--- src/rtl/beat_sequencer.sv ---
// Beat sequencer: locks to the six-phase one-hot beat bus, decodes accepted
// beats into registered micro-op strobes, counts machine cycles, and flags
// protocol faults.
module beat_sequencer #(
  parameter int unsigned CNT_W       = 16,
  parameter bit          AUTO_RESYNC = 1'b0
) (
  input  logic             clk,
  input  logic             rst,
  input  logic             t0,
  input  logic             t1,
  input  logic             t2,
  input  logic             t3,
  input  logic             t4,
  input  logic             t5,
  input  logic             resync,
  output logic             locked,
  output logic             fault,
  output logic [1:0]       err_code,
  output logic [2:0]       beat_idx,
  output logic             fetch_en,
  output logic             pc_inc,
  output logic             ir_load,
  output logic             exec_en,
  output logic             wb_en,
  output logic             cycle_done,
  output logic [CNT_W-1:0] cycle_cnt
);

  localparam int unsigned NB    = 6;
  localparam int unsigned IDX_W = 3;

  typedef enum logic [1:0] {
    ST_SYNC  = 2'd0,
    ST_RUN   = 2'd1,
    ST_FAULT = 2'd2
  } state_t;

  localparam logic [1:0] ERR_NONE   = 2'b00;
  localparam logic [1:0] ERR_NOT_OH = 2'b01;
  localparam logic [1:0] ERR_ORDER  = 2'b10;

  state_t             state_q, state_nxt;
  logic [IDX_W-1:0]   exp_q, exp_nxt;
  logic [NB-1:0]      bus_c;
  logic               one_hot_c;
  logic               accept_c;
  logic [IDX_W-1:0]   acc_idx_c;
  logic [1:0]         err_nxt;

  // Gather the beat bus and classify it.
  assign bus_c     = {t5, t4, t3, t2, t1, t0};
  assign one_hot_c = (bus_c != '0) && ((bus_c & (bus_c - NB'(1))) == '0);

  // Next state, expected beat, acceptance and error code.
  always_comb begin
    state_nxt = state_q;
    exp_nxt   = exp_q;
    accept_c  = 1'b0;
    acc_idx_c = exp_q;
    err_nxt   = err_code;
    if (resync) begin
      state_nxt = ST_SYNC;
      err_nxt   = ERR_NONE;
    end else begin
      case (state_q)
        ST_SYNC: begin
          if (bus_c == NB'(1)) begin
            accept_c  = 1'b1;
            acc_idx_c = '0;
            exp_nxt   = IDX_W'(1);
            state_nxt = ST_RUN;
          end
        end
        ST_RUN: begin
          if (bus_c == (NB'(1) << exp_q)) begin
            accept_c = 1'b1;
            exp_nxt  = (exp_q == IDX_W'(NB - 1)) ? '0 : exp_q + IDX_W'(1);
          end else begin
            state_nxt = ST_FAULT;
            err_nxt   = one_hot_c ? ERR_ORDER : ERR_NOT_OH;
          end
        end
        ST_FAULT: begin
          if (AUTO_RESYNC) begin
            state_nxt = ST_SYNC;
            err_nxt   = ERR_NONE;
          end
        end
        default: begin
          state_nxt = ST_SYNC;
          err_nxt   = ERR_NONE;
        end
      endcase
    end
  end

  // State, expected beat and all registered outputs.
  always_ff @(posedge clk) begin
    if (rst) begin
      state_q    <= ST_SYNC;
      exp_q      <= '0;
      locked     <= 1'b0;
      fault      <= 1'b0;
      err_code   <= ERR_NONE;
      beat_idx   <= '0;
      fetch_en   <= 1'b0;
      pc_inc     <= 1'b0;
      ir_load    <= 1'b0;
      exec_en    <= 1'b0;
      wb_en      <= 1'b0;
      cycle_done <= 1'b0;
      cycle_cnt  <= '0;
    end else begin
      state_q    <= state_nxt;
      exp_q      <= exp_nxt;
      locked     <= (state_nxt == ST_RUN);
      fault      <= (state_nxt == ST_FAULT);
      err_code   <= err_nxt;
      fetch_en   <= accept_c && (acc_idx_c == IDX_W'(0));
      pc_inc     <= accept_c && (acc_idx_c == IDX_W'(1));
      ir_load    <= accept_c && (acc_idx_c == IDX_W'(2));
      exec_en    <= accept_c && ((acc_idx_c == IDX_W'(3)) || (acc_idx_c == IDX_W'(4)));
      wb_en      <= accept_c && (acc_idx_c == IDX_W'(5));
      cycle_done <= accept_c && (acc_idx_c == IDX_W'(5));
      if (accept_c) begin
        beat_idx <= acc_idx_c;
      end
      if (accept_c && (acc_idx_c == IDX_W'(5))) begin
        cycle_cnt <= cycle_cnt + CNT_W'(1);
      end
    end
  end

endmodule

--- config.mk ---
export PLATFORM = sky130hd
export DESIGN_NAME = beat_sequencer
export DESIGN_NICKNAME = d
export VERILOG_FILES = /design/src/rtl/beat_sequencer.sv
export SDC_FILE = /design/constraint.sdc
export NUM_CORES = 1
export LEC_CHECK = 0
export ABC_AREA = 1
export ABC_CLOCK_PERIOD_IN_PS = 2700
export BUFFER_PORTS_ARGS = -buffer_cell sky130_fd_sc_hd__buf_2
export CAP_MARGIN = 20
export CORE_MARGIN = 2
export CORE_UTILIZATION = 56
export DETAILED_ROUTE_END_ITERATION = 8
export PLACE_DENSITY = 0.8
export SLEW_MARGIN = 20
export SYNTH_ARGS = -nofsm -noshare
export SYNTH_HDL_FRONTEND = slang
export SYNTH_SLANG_ARGS = --single-unit
--- constraint.sdc ---
create_clock -name clk -period 2.7 [get_ports clk]
set_clock_uncertainty 0.05 [all_clocks]
set_input_delay 0.27 -clock clk [delete_from_list [all_inputs] [get_ports clk]]
set_output_delay 0.27 -clock clk [all_outputs]
set_load 0.02 [all_outputs]
==> impl_metrics.ini, run 1 <==
[yosys]
ys_seq_area_frac = 0.3152
syn_inst = 283
synth_area_mm2 = 0.002096
synth.avg_cell_area_um2 = 7.406
ys_ff_latch = 33
synth_fp_nets = 294
yosys_warnings = 0
yosys.area.top_type = dfxtp_1
yosys.area.top_type_share = 0.3152
ys_types = 32
synth_area_leaders = dfxtp_1 32%, nand2_1 11%, nor2_1 5.4%, inv_1 5.2%, nand4_2 4.8%

[power]
finalPower_mw = 0.9455
peakVddDrop_mv = 0.3119
p_leak_nw = 1.109
power.density_mw_per_mm2 = 400.5

[timing]
finalSetupViolCount = 0
fmax_mhz = 460.7
tightest_slew_ns = 0.4771
relSlewSlack = 0.6795
finalCritPeriodShare = 0.8039
rsz0062_at_grt = false
holdWs_ns = 0.2986
slew_viol_final = 0
layout_min_cycle_time_ns = 2.171
fin_tns_setup_ns = 0
final_hold_viol_count = 0

[setup_path]
crit_buf_inv = 1
r2r-end = cycle_cnt[13]$_SDFFE_PP0P_
crit_chain = nand2_1, inv_1, ha_1, nand2_1, nand2_1, nand2_1, nor2_4, nand3_4, nand2_8, nand3_4, nand2_1, a21oi_1
path_delay_family = simple AND/OR/NAND/NOR gates
slowest_delay_ns = 0.58
reg2reg_slack_ns = 0.53
critPathRequiredTime_ns = 2.80
crit_slowest_cell = dfxtp_1
cp-start-kind = flip-flop
crit_type = reg2reg
reg2reg_from = exp_q[0]$_SDFFE_PP0P_
arrival_ns = 2.27
cp_common_cell = nand2_1
end_kind = flip-flop
cp_max_fo = 19
ff2ff_path_depth = 12

[detailed_routing]
wl_met1_um = 2026
ant_nets = 0
route.detailed.drc = 0
wl_met2_um = 2103
routed.top_layer = met4
routed_wl_um = 4502
detail_route.vias_per_cell = 5.339
wl_per_cell_um = 12.20
drt_pass1_iterations = 4
dr_wl_met3_um = 287
vias = 1970
drt-initial-drc-count = 119

[clock_network]
post_cts_resized = 0
cts_htree_levels = 2
cts_tree = done
cts-root-buf = clkbuf_8
clk_pin_slew_ns = 0.06
hold_buffers = 0
cts_buffers = 5
clkSinkCount = 33
clk_latency_ns = 0.29
post_cts_buffers = 0
cts_buffer_depth = 2

[finish]
regArea_um2 = 660.6
final_cells = 369
layout-drive-gt1-share = 0.3022
fin_area_mm2 = 0.002361
insertedDiodeCount = 0
synthToLayoutAreaGrowth_pct = 12.66
fillCellCount = 321
nets = 331
multi_input_area_mm2 = 0.001209

[placed_design]
place_hpwl_um = 3260
gp_congestion = 0.9010
dp_cells = 361
port_buffers = 37
placed_cell_area_mm2 = 0.002260

[floorplan]
dieArea_mm2 = 0.004248
die_x_um = 65.18
fp.dieH_um = 65.18
core.rowCount = 22
io_pins = 38
core_mm2 = 0.003633
start_util = 0.5768

[global_routing]
track_usage = 0.2266
overflow = 0
antenna_found_initial = 0
grt_pass1_vias = 1606
grt_max_degree = 20
grt_pass1_wl_um = 7438

[hold_path]
hp-start = resync
holdCritPathClass = in2reg
whs_path_depth = 4
min_to = state_q[1]$_SDFF_PP0_

[run]
max_cap_violations = 0

[outcome]
status = finished, final reports clean
[logic make-up (layout without fill, tap and decap cells)]
| kind of cell | Yosys count | in the layout | synth area share |
|---|---|---|---|
| DFF | 33 | 33 | 0.3152 |
| and+or+nand+nor | 160 | 160 | 0.4179 |
| AOI/OAI and AO/OA | 35 | 35 | 0.1093 |
| xor gates and xnor gates | 9 | 9 | 0.03761 |
| buffers and inverters | 44 | 82 | 0.1081 |
| adders and majority gates | 2 | 2 | 0.01194 |
[worst register-to-register path, stage by stage (launching register included)]
cell	delay (ns)
dfxtp_1	0.58
nand2_1	0.09
inv_1	0.09
ha_1	0.16
nand2_1	0.06
nand2_1	0.06
nand2_1	0.08
nor2_4	0.14
nand3_4	0.13
nand2_8	0.17
nand3_4	0.24
nand2_1	0.13
a21oi_1	0.06
[cell usage after synthesis]
master          n
a211oi_1        1
a21oi_1        11
a21oi_2        10
a21oi_4         1
buf_12          1
buf_4           3
buf_6           2
buf_8           1
clkinv_1        2
dfxtp_1        33
dlygate4sd1_1   1
ha_1            2
inv_1          29
inv_2           4
inv_4           1
nand2_1        61
nand2_2        12
nand2_4         1
nand2_8         1
nand3_1        19
nand3_2         4
nand3_4         2
nand4_1        11
nand4_2         8
nor2_1         30
nor2_2          2
nor2_4          5
nor3_1          4
o211ai_1        1
o21ai_0        11
xnor2_1         4
xor2_1          5
[layout by cell type, fill, tap and decap left out, drive strengths merged]
cell type,n
dfxtp,33
buf,38
nand3,25
clkinv,3
nand4,19
clkbuf,7
o211ai,1
a21oi,22
o21ai,11
xnor2,4
nor2,37
a211oi,1
inv,34
ha,2
xor2,5
nor3,4
nand2,75
[worst max path at each step]
stage                                      from                         end  slack [ns]  cells after the start
final                     exp_q[0]$_SDFFE_PP0P_  cycle_cnt[13]$_SDFFE_PP0P_        0.53                     12
after global routing      exp_q[0]$_SDFFE_PP0P_  cycle_cnt[12]$_SDFFE_PP0P_        0.34                     12
after CTS                 exp_q[0]$_SDFFE_PP0P_  cycle_cnt[13]$_SDFFE_PP0P_        0.53                     12
after detailed placement  exp_q[0]$_SDFFE_PP0P_  cycle_cnt[13]$_SDFFE_PP0P_        0.56                     12
after global placement    exp_q[0]$_SDFFE_PP0P_  cycle_cnt[11]$_SDFFE_PP0P_        0.63                     12
after floorplan           exp_q[2]$_SDFFE_PP0P_   cycle_cnt[5]$_SDFFE_PP0P_        0.84                     13
[registers in the layout, summed over array words and instances (netlist names)]
signal      cells
fetch_en        1
err_code        2
exec_en         1
fault           1
pc_inc          1
cycle_cnt      16
cycle_done      1
ir_load         1
locked          1
exp_q           3
beat_idx        3
state_q         2
[where the power goes]
group | internal (mW) | switching (mW) | leakage (nW)
clock network | 0.230 | 0.175 | 0.0542
registers | 0.487 | 0.00107 | 0.266
logic | 0.0154 | 0.0362 | 0.789
[layer usage]
metal / vias to the layer above / GRT usage
li1: 994 / -
met1: 897 / 0.3038
met2: 69 / 0.3559
met3: 10 / 0.05137
met4: 0 / 0.08594
met5: - / 0
[per-stage QoR]
stage | worst slack (ns) | utilization
global route | 0.3437 | 0.6498
finish | 0.5294 | 0.6498
floorplan | 0.8438 | -
CTS | 0.5274 | 0.6498
global placement | 0.6279 | 0.6219
detailed placement | 0.5567 | 0.6219
[layout make-up]
type / instances / area share
clock inverters: 1 / 0.002120
clock buffers: 7 / 0.04081
repair buffers: 38 / 0.08161
inverters: 36 / 0.05829
well taps: 48 / 0.02544
multi-input cells: 206 / 0.5119
flip-flops and latches: 33 / 0.2798
No activity file was read; power rests on OpenSTA's default activity.
==> inputs of run 2 (changes only) <==
--- a/config.mk
+++ b/config.mk
@@ -6,7 +6,7 @@
 export NUM_CORES = 1
 export LEC_CHECK = 0
 export ABC_AREA = 1
-export ABC_CLOCK_PERIOD_IN_PS = 2700
+export ABC_CLOCK_PERIOD_IN_PS = 2000
 export BUFFER_PORTS_ARGS = -buffer_cell sky130_fd_sc_hd__buf_2
 export CAP_MARGIN = 20
 export CORE_MARGIN = 2
==> constraint.sdc (replaced) <==
create_clock -name clk -period 2 [get_ports clk]
set_clock_uncertainty 0.05 [all_clocks]
set_input_delay 0.2 -clock clk [delete_from_list [all_inputs] [get_ports clk]]
set_output_delay 0.2 -clock clk [all_outputs]
set_load 0.02 [all_outputs]
==> run 2 against run 1 <==
Against the previous run: wire length grew 13%; utilization grew 3.2 points; first-iteration DRC count grew 31%; sequential power grew 35%; combinational power grew 49%; critical endpoint is now cycle_cnt[2]$_SDFFE_PP0P_; final cell count grew 4.1%; register-to-register slack lost 0.41 ns; total power grew 29%; design area grew 5.0%; global-route usage grew 1.6 points.
==> impl_metrics.ini, run 2 (synthesis results as in run 1) <==
[setup_path]
reg2reg_slack_ns = 0.12
critPathRequiredTime_ns = 2.13
crit_chain = buf_4, inv_2, nand3_2, nand2_1, nand2_2, nor2_4, nand3_4, nand2_8, buf_4, nand3_4, nand2_2, a21oi_2
crit_buf_inv = 3
end_kind = flip-flop
r2r-end = cycle_cnt[2]$_SDFFE_PP0P_
crit_slowest_cell = dfxtp_1
ff2ff_path_depth = 12
reg2reg_from = exp_q[1]$_SDFFE_PP0P_
cp-start-kind = flip-flop
arrival_ns = 2.00
path_delay_family = simple AND/OR/NAND/NOR gates
cp_max_fo = 7
slowest_delay_ns = 0.33
crit_type = reg2reg

[clock_network]
cts_buffer_depth = 2
cts_buffers = 5
clk_pin_slew_ns = 0.06
clk_latency_ns = 0.29
cts_htree_levels = 2
cts_tree = done
clkSinkCount = 33
cts-root-buf = clkbuf_8
hold_buffers = 0

[finish]
layout_common_cells = 60 x nand2_1, 37 x buf_2, 31 x dfxtp_1
nets = 346
insertedDiodeCount = 0
regMostFlops = cycle_cnt
layout_commonest_cell = nand2_1
regArea_um2 = 663.1
fin_area_mm2 = 0.002479
layout-drive-gt1-share = 0.3393
multi_input_area_mm2 = 0.001234
biggestRegsByFlops = cycle_cnt (16), beat_idx (3), exp_q (3)
largest_register_ffs = 16
synthToLayoutAreaGrowth_pct = 18.27
fillCellCount = 326
final_cells = 384

[detailed_routing]
vias = 2044
detail_route.vias_per_cell = 5.323
drt_pass1_iterations = 6
wl_met1_um = 2270
ant_nets = 0
wl_met2_um = 2395
dr_wl_met3_um = 327
routed_wl_um = 5085
routed.top_layer = met4
wl_per_cell_um = 13.24
drt-initial-drc-count = 156
route.detailed.drc = 0

[floorplan]
fp.dieH_um = 65.18
start_util = 0.5768
die_x_um = 65.18
io_pins = 38
dieArea_mm2 = 0.004248
core_mm2 = 0.003633
core.rowCount = 22

[global_routing]
grt_pass1_wl_um = 8017
overflow = 0
grt_max_degree = 19
grt_pass1_vias = 1831
antenna_found_initial = 0
track_usage = 0.2425

[power]
p_leak_nw = 1.172
peakVddDrop_mv = 0.4179
power.density_mw_per_mm2 = 493.7
finalPower_mw = 1.224

[hold_path]
holdCritPathClass = in2reg
hp-start = resync
min_to = err_code[0]$_SDFFE_PP0P_
whs_path_depth = 4

[timing]
fmax_mhz = 532.9
finalCritPeriodShare = 0.9382
layout_min_cycle_time_ns = 1.876
slew_viol_final = 0
tightest_slew_ns = 0.3953
final_hold_viol_count = 0
relSlewSlack = 0.7355
finalSetupViolCount = 0
fin_tns_setup_ns = 0

[placed_design]
place_hpwl_um = 3539
port_buffers = 37
placed_cell_area_mm2 = 0.002327
gp_congestion = 0.8974
dp_cells = 370

[outcome]
status = finished, final reports clean

[run]
max_cap_violations = 0
## run 2: cell types whose count changed in the layout (fill, tap and decap cells not counted), moves of 2 or more
cell / delta
buf_4: +12
clkbuf_8: -2
dfxtp_1: -2
dfxtp_2: +2
## run 2: how the worst max path moves through the flow
stage | startpoint | slack, ns | cells after the start | end
3_5_place_dp | exp_q[0]$_SDFFE_PP0P_ | 0.10 | 11 | cycle_cnt[11]$_SDFFE_PP0P_
4_1_cts | exp_q[0]$_SDFFE_PP0P_ | 0.09 | 11 | cycle_cnt[11]$_SDFFE_PP0P_
6_report | exp_q[1]$_SDFFE_PP0P_ | 0.12 | 12 | cycle_cnt[2]$_SDFFE_PP0P_
2_1_floorplan | exp_q[2]$_SDFFE_PP0P_ | 0.14 | 13 | cycle_cnt[5]$_SDFFE_PP0P_
5_1_grt | exp_q[1]$_SDFFE_PP0P_ | -0.007 | 12 | cycle_cnt[2]$_SDFFE_PP0P_
3_3_place_gp | exp_q[2]$_SDFFE_PP0P_ | 0.17 | 12 | cycle_cnt[13]$_SDFFE_PP0P_
## run 2: worst min-delay path: stages
cell and delay, ns:
buf_2 0.08, inv_2 0.05, nand2_1 0.12, a21oi_1 0.05
## run 2: area by class of cell
cell class	instances	share of cell area
clock buffers	6	0.02928
clock inverters	2	0.004038
inverters	36	0.05553
multi-input cells	207	0.4977
flip-flops and latches	33	0.2675
well taps	48	0.02423
repair buffers	52	0.1217
## run 2: routing by layer
layer	vias to the layer above	track usage
li1	1023	-
met1	929	0.3083
met2	80	0.3967
met3	12	0.05137
met4	0	0.1042
met5	-	0
## run 2: power by group
| part | switching [mW] | internal, mW | leakage, nW |
|---|---|---|---|
| Clock | 0.248 | 0.241 | 0.0450 |
| Combinational | 0.0528 | 0.0240 | 0.860 |
| Sequential | 0.000691 | 0.658 | 0.267 |
| Total | 0.301 | 0.923 | 1.17 |
## run 2: per-stage QoR
stage,hold WS (ns),util,worst slack (ns)
final,0.2156,0.6822,0.1236
after global routing,0.2415,0.6822,-0.007445
after CTS,0.2143,0.6632,0.09103
after detailed placement,0.4103,0.6405,0.1019
after global placement,0.3972,0.6405,0.1653
after floorplan,0.3376,-,0.1438
## run 2: timing repair
action / CTS / global route
resized for setup: 0 / 7
setup buffers: 0 / 5
endpoints found under the setup margin: 0 / 15
